## src/rtl/instruction_fetch_unit.sv

```systemverilog
// Fetch stage: owns the PC, drives instruction_memory, and fills the IF/ID register.
// Handles stall, flush, branch redirect and halt-on-HALT_WORD, and counts valid fetches.
module instruction_fetch_unit #(
  parameter int unsigned              ADDR_W    = 64,
  parameter int unsigned              INSTR_W   = 32,
  parameter logic [ADDR_W-1:0]        RESET_PC  = '0,
  parameter int unsigned              PC_STEP   = 4,
  parameter logic [INSTR_W-1:0]       HALT_WORD = '1
) (
  input  logic               clk,
  input  logic               rst_n,
  input  logic               stall,
  input  logic               flush,
  input  logic               branch_taken,
  input  logic [ADDR_W-1:0]  branch_target,
  output logic [ADDR_W-1:0]  Address,
  input  logic [INSTR_W-1:0] Instruction,
  output logic [ADDR_W-1:0]  if_id_pc,
  output logic [INSTR_W-1:0] if_id_instr,
  output logic               if_id_valid,
  output logic               halted,
  output logic               misalign_err,
  output logic [31:0]        fetch_count
);

  typedef enum logic [1:0] {START, RUN, HALT} state_t;

  state_t               r_state, w_state_nxt;
  logic [ADDR_W-1:0]    r_pc, w_pc_nxt;
  logic [ADDR_W-1:0]    r_if_id_pc, w_if_id_pc_nxt;
  logic [INSTR_W-1:0]   r_if_id_instr, w_if_id_instr_nxt;
  logic                 r_if_id_valid, w_if_id_valid_nxt;
  logic                 r_halted, w_halted_nxt;
  logic                 r_misalign, w_misalign_nxt;
  logic [31:0]          r_fetch_count, w_fetch_count_nxt;

  logic [ADDR_W-1:0]    w_target_aligned;
  logic [ADDR_W-1:0]    w_pc_inc;
  logic                 w_target_misaligned;
  logic                 w_is_halt;

  assign w_target_aligned    = {branch_target[ADDR_W-1:2], 2'b00};
  assign w_target_misaligned = (branch_target[1:0] != 2'b00);
  assign w_pc_inc            = r_pc + ADDR_W'(PC_STEP);
  assign w_is_halt           = (Instruction == HALT_WORD);

  always_ff @(posedge clk or negedge rst_n) begin
    if (!rst_n) r_state <= START;
    else        r_state <= w_state_nxt;
  end

  always_comb begin
    w_state_nxt = r_state;
    unique case (r_state)
      START:   w_state_nxt = RUN;
      RUN:     if (!branch_taken && !stall && !flush && w_is_halt) w_state_nxt = HALT;
      HALT:    if (branch_taken) w_state_nxt = RUN;
      default: w_state_nxt = START;
    endcase
  end

  always_comb begin
    w_pc_nxt          = r_pc;
    w_if_id_pc_nxt    = r_if_id_pc;
    w_if_id_instr_nxt = r_if_id_instr;
    w_if_id_valid_nxt = r_if_id_valid;
    w_halted_nxt      = r_halted;
    w_misalign_nxt    = r_misalign;
    w_fetch_count_nxt = r_fetch_count;
    unique case (r_state)
      START: ;
      RUN: begin
        // Priority: redirect beats stall, stall beats flush, flush beats a normal fetch.
        if (branch_taken) begin
          w_pc_nxt          = w_target_aligned;
          w_if_id_valid_nxt = 1'b0;
          w_misalign_nxt    = r_misalign | w_target_misaligned;
        end else if (stall) begin
        end else if (flush) begin
          w_if_id_valid_nxt = 1'b0;
          w_pc_nxt          = w_pc_inc;
        end else begin
          w_if_id_instr_nxt = Instruction;
          w_if_id_pc_nxt    = r_pc;
          w_if_id_valid_nxt = 1'b1;
          w_fetch_count_nxt = r_fetch_count + 32'd1;
          if (w_is_halt) w_halted_nxt = 1'b1;
          else           w_pc_nxt     = w_pc_inc;
        end
      end
      HALT: begin
        w_if_id_valid_nxt = 1'b0;
        if (branch_taken) begin
          w_pc_nxt       = w_target_aligned;
          w_halted_nxt   = 1'b0;
          w_misalign_nxt = r_misalign | w_target_misaligned;
        end
      end
      default: ;
    endcase
  end

  always_ff @(posedge clk or negedge rst_n) begin
    if (!rst_n) begin
      r_pc          <= RESET_PC;
      r_if_id_pc    <= '0;
      r_if_id_instr <= '0;
      r_if_id_valid <= 1'b0;
      r_halted      <= 1'b0;
      r_misalign    <= 1'b0;
      r_fetch_count <= '0;
    end else begin
      r_pc          <= w_pc_nxt;
      r_if_id_pc    <= w_if_id_pc_nxt;
      r_if_id_instr <= w_if_id_instr_nxt;
      r_if_id_valid <= w_if_id_valid_nxt;
      r_halted      <= w_halted_nxt;
      r_misalign    <= w_misalign_nxt;
      r_fetch_count <= w_fetch_count_nxt;
    end
  end

  assign Address      = r_pc;
  assign if_id_pc     = r_if_id_pc;
  assign if_id_instr  = r_if_id_instr;
  assign if_id_valid  = r_if_id_valid;
  assign halted       = r_halted;
  assign misalign_err = r_misalign;
  assign fetch_count  = r_fetch_count;

endmodule

```

## config.mk

```make
export PLATFORM = sky130hd
export DESIGN_NAME = instruction_fetch_unit
export DESIGN_NICKNAME = d
export VERILOG_FILES = /design/src/rtl/instruction_fetch_unit.sv
export SDC_FILE = /design/constraint.sdc
export NUM_CORES = 1
export LEC_CHECK = 0
export CORE_MARGIN = 2
export CORE_UTILIZATION = 45
export CTS_BUF_LIST = sky130_fd_sc_hd__clkbuf_8 sky130_fd_sc_hd__clkbuf_16
export DETAILED_ROUTE_END_ITERATION = 8
export GPL_TIMING_DRIVEN = 0
export HOLD_SLACK_MARGIN = 0.06
export PLACE_DENSITY = 0.78
export SYNTH_ARGS = -nofsm -noshare
export SYNTH_HDL_FRONTEND = slang
export SYNTH_SLANG_ARGS = --single-unit
```

## constraint.sdc

```tcl
create_clock -name clk -period 2.89 [get_ports clk]
set_input_delay 0.578 -clock clk [delete_from_list [all_inputs] [get_ports clk]]
set_output_delay 0.578 -clock clk [all_outputs]
set_load 0.02 [all_outputs]
```

==> results.yml, run 1 <==
clock_tree:
  cts_tree: "built"
  cts_buffer_depth: 2
  htree_levels: 4
  cts_buffers: 17
  clk_pin_slew_ns: 0.08
  cts_num_sinks: 193
  clockRootBuffer: "clkbuf_16"
  clock_latency_ns: 0.45
place:
  gp_congestion: 0.934
  dpl.hpwl_mm: 22.5
  port_buffers: 291
yosys:
  synth_top_area_share_pct: 51.5
  synth_area_um2: 9380
  synth_area_leaders: "dfrtp_1, mux2_2, a21oi_1"
  synth.yosys.seq_area_share_pct: 51.5
  synth_edf_count: 0
  yosysUniqueCellTypes: 62
  synth_common_cells: "dfrtp_1, mux2_2, a21oi_1"
  ys_dominant_reg_cell: "dfrtp_1"
  synthesis.instances: 887
  yosysMostFrequentCell: "dfrtp_1"
  synth-async-reset-ratio_pct: 100
  syn_area_per_cell_um2: 10.6
  synth_top_cell_by_area: "dfrtp_1"
  ys_warn_count: 0
  synth_seq_cells: 193
timing:
  min_period_ns: 2.79
  holdWs_ns: 0.180
  tightest_slew_ns: 0.911
  setup_violations: 0
  final_hold_viol_count: 0
  drv_slew: 0
  finClkSkew_ns: 0.0154
  relSlewSlack_pct: 39.3
  max_freq_mhz: 359
  setup_tns_ns: 0
  rsz0062_at_grt: "no"
  fin_crit_sh_pct: 96.4
status:
  outcome: "finished, final reports clean"
routing:
  vias_per_cell: 5.81
  wl_per_cell_um: 20.6
  drt_iter0_markers: 699
  detail-route-antenna-nets: 0
  drtPass1Iterations: 5
  totalWireLength_mm: 30.6
  drc: 0
  vias: 8625
setup_path:
  critPathKind: "in2reg"
  arrival_ns: 3.12
  start_kind: "input port"
  crit_required_ns: 3.23
  end_kind: "flip-flop"
  critPathMaxFanout: 10
floorplan:
  coreArea_um2: 20400
  rows: 52
  ios: 296
  dieWidth_um: 148
  initial_core_util_pct: 46.1
  die_h_um: 148
  dieArea_um2: 22000
pwr:
  p_leak_nw: 5.37
  power.density_nw_per_um2: 700
  peakVddDrop_mv: 0.427
global_route:
  grt_max_degree: 118
  grt_pass1_vias: 8622
  grt_use_total_pct: 28.0
  overflow: 0
  grt_pass1_wl_mm: 47.9
  grt_antenna_before_repair: 2
layout:
  syn_to_final_growth_pct: 41.4
  fin_nets: 1308
  drive_above_1_share_pct: 15.2
flow_run:
  max_cap_violations: 0
min_path:
  hold_class: "in2async"
## per-layer routing
metal,up-vias,global-route usage (%),routed length (µm)
met5,-,0,23
li1,3901,-,-
met4,4,8.00,524
met1,4182,35.3,12500
met2,485,47.2,14800
met3,53,8.13,2650
## cell families (layout without fill, tap and decap cells)
family                     Yosys count  after routing  synth area share, %
AOI/OAI and AO/OA                  227            227                 14.4
xor gates and xnor gates            31             31                 2.89
adders and majority gates            6              6                0.800
buffers and inverters               72            396                 3.81
DFF                                193            193                 51.5
muxes                               97             97                 11.6
other                                1              5               0.0400
and+or+nand+nor                    260            260                 15.0
## cell type report
class,count,area (µm²)
Antenna cell,1,2.50
Buffer,52,285
Clock buffer,17,425
Clock inverter,15,161
Fill cell,1676,7100
Inverter,20,75.1
Multi-Input combinational cell,625,4210
Sequential cell,193,4830
Tap cell,270,338
Timing Repair Buffer,292,2950
## power by group
part           internal (mW)  leakage, nW  switching, mW
logic                   1.61         2.83           1.55
clock network           1.17        0.281           1.21
registers               3.27         2.26          0.477
## cells in the final DEF (no fill, tap or decap), drive strengths merged, types with 3 or more instances in the layout
master	netlist	routed
o22a	3	3
o21bai	3	3
inv	20	29
or4	7	7
mux2	96	96
or3	7	7
a2bb2oi	8	8
nor4	12	12
and2	3	3
clkbuf	21	39
clkinv	0	4
dfrtp	193	193
xor2	14	14
nand2	62	62
xnor2	17	17
nor2	54	54
nor3	9	9
clkdlybuf4s50	0	290
ha	6	6
or2	3	3
nand4	34	34
o31ai	5	5
o2bb2ai	5	5
a22oi	4	4
and3	21	21
buf	31	32
o22ai	20	20
conb	1	4
o21ai	65	65
nand3	36	36
a21oi	94	94
a31oi	8	8
and4	8	8
## critical path, stage by stage
cell and delay, ns:
clkdlybuf4s50_1 0.53, nand4_1 0.13, or4_4 0.59, o41ai_4 0.65, buf_2 0.38, o21ai_0 0.12, o21ai_0 0.12
## timing repair
action / in CTS / in global routing
hold buffers: 0 / 0
resized for setup: 0 / 3
setup endpoints to repair: 0 / 6
buffers inserted: 0 / 0
## state kept, by name, indices dropped and copies added (netlist names)
| signal | cells |
|---|---|
| Address | 62 |
| if_id_pc | 62 |
| fetch_count | 32 |
| if_id_instr | 32 |
| r_state | 2 |
| halted | 1 |
| if_id_valid | 1 |
| misalign_err | 1 |
## path summary, 6_finish.rpt
check / start / endpoint / slack (ns) / cells past startpoint
hold reg to reg: fetch_count[31] / fetch_count[31] / 0.47 / 1
hold / removal: rst_n / if_id_pc[36] / 0.18 / 1
setup / recovery: Instruction[31] / Address[10] / 0.10 / 7
max in group asynchronous: rst_n / if_id_pc[61] / 1.82 / 2
min in group clk: fetch_count[31] / fetch_count[31] / 0.47 / 1
setup reg to reg: Address[2] / Address[54] / 0.27 / 8
## per-stage QoR
step / total power, mW / instances / worst slack [ns] / utilization (%) / instance area, µm²
floorplan: 5.24 / 890 / 0.630 / - / 9390
global placement: 6.88 / 1451 / -7.06 / 62.1 / 12600
detailed placement: 6.97 / 1452 / -0.391 / 62.2 / 12700
CTS: 9.33 / 1484 / 0.0678 / 65.1 / 13300
global route: 9.71 / 1484 / 0.00400 / 65.1 / 13300
finish: 9.28 / 1485 / 0.104 / 65.2 / 13300
Note: power is estimated with default switching activity, not from simulation.
==> run 2, diff against run 1 <==
--- a/config.mk
+++ b/config.mk
@@ -8,6 +8,7 @@
 export CORE_MARGIN = 2
 export CORE_UTILIZATION = 45
 export CTS_BUF_LIST = sky130_fd_sc_hd__clkbuf_8 sky130_fd_sc_hd__clkbuf_16
+export CTS_CLUSTER_SIZE = 40
 export DETAILED_ROUTE_END_ITERATION = 8
 export GPL_TIMING_DRIVEN = 0
 export HOLD_SLACK_MARGIN = 0.06
==> results of run 2 <==
Same layout as run 1: the final DEF is identical, and so are final timing and power.
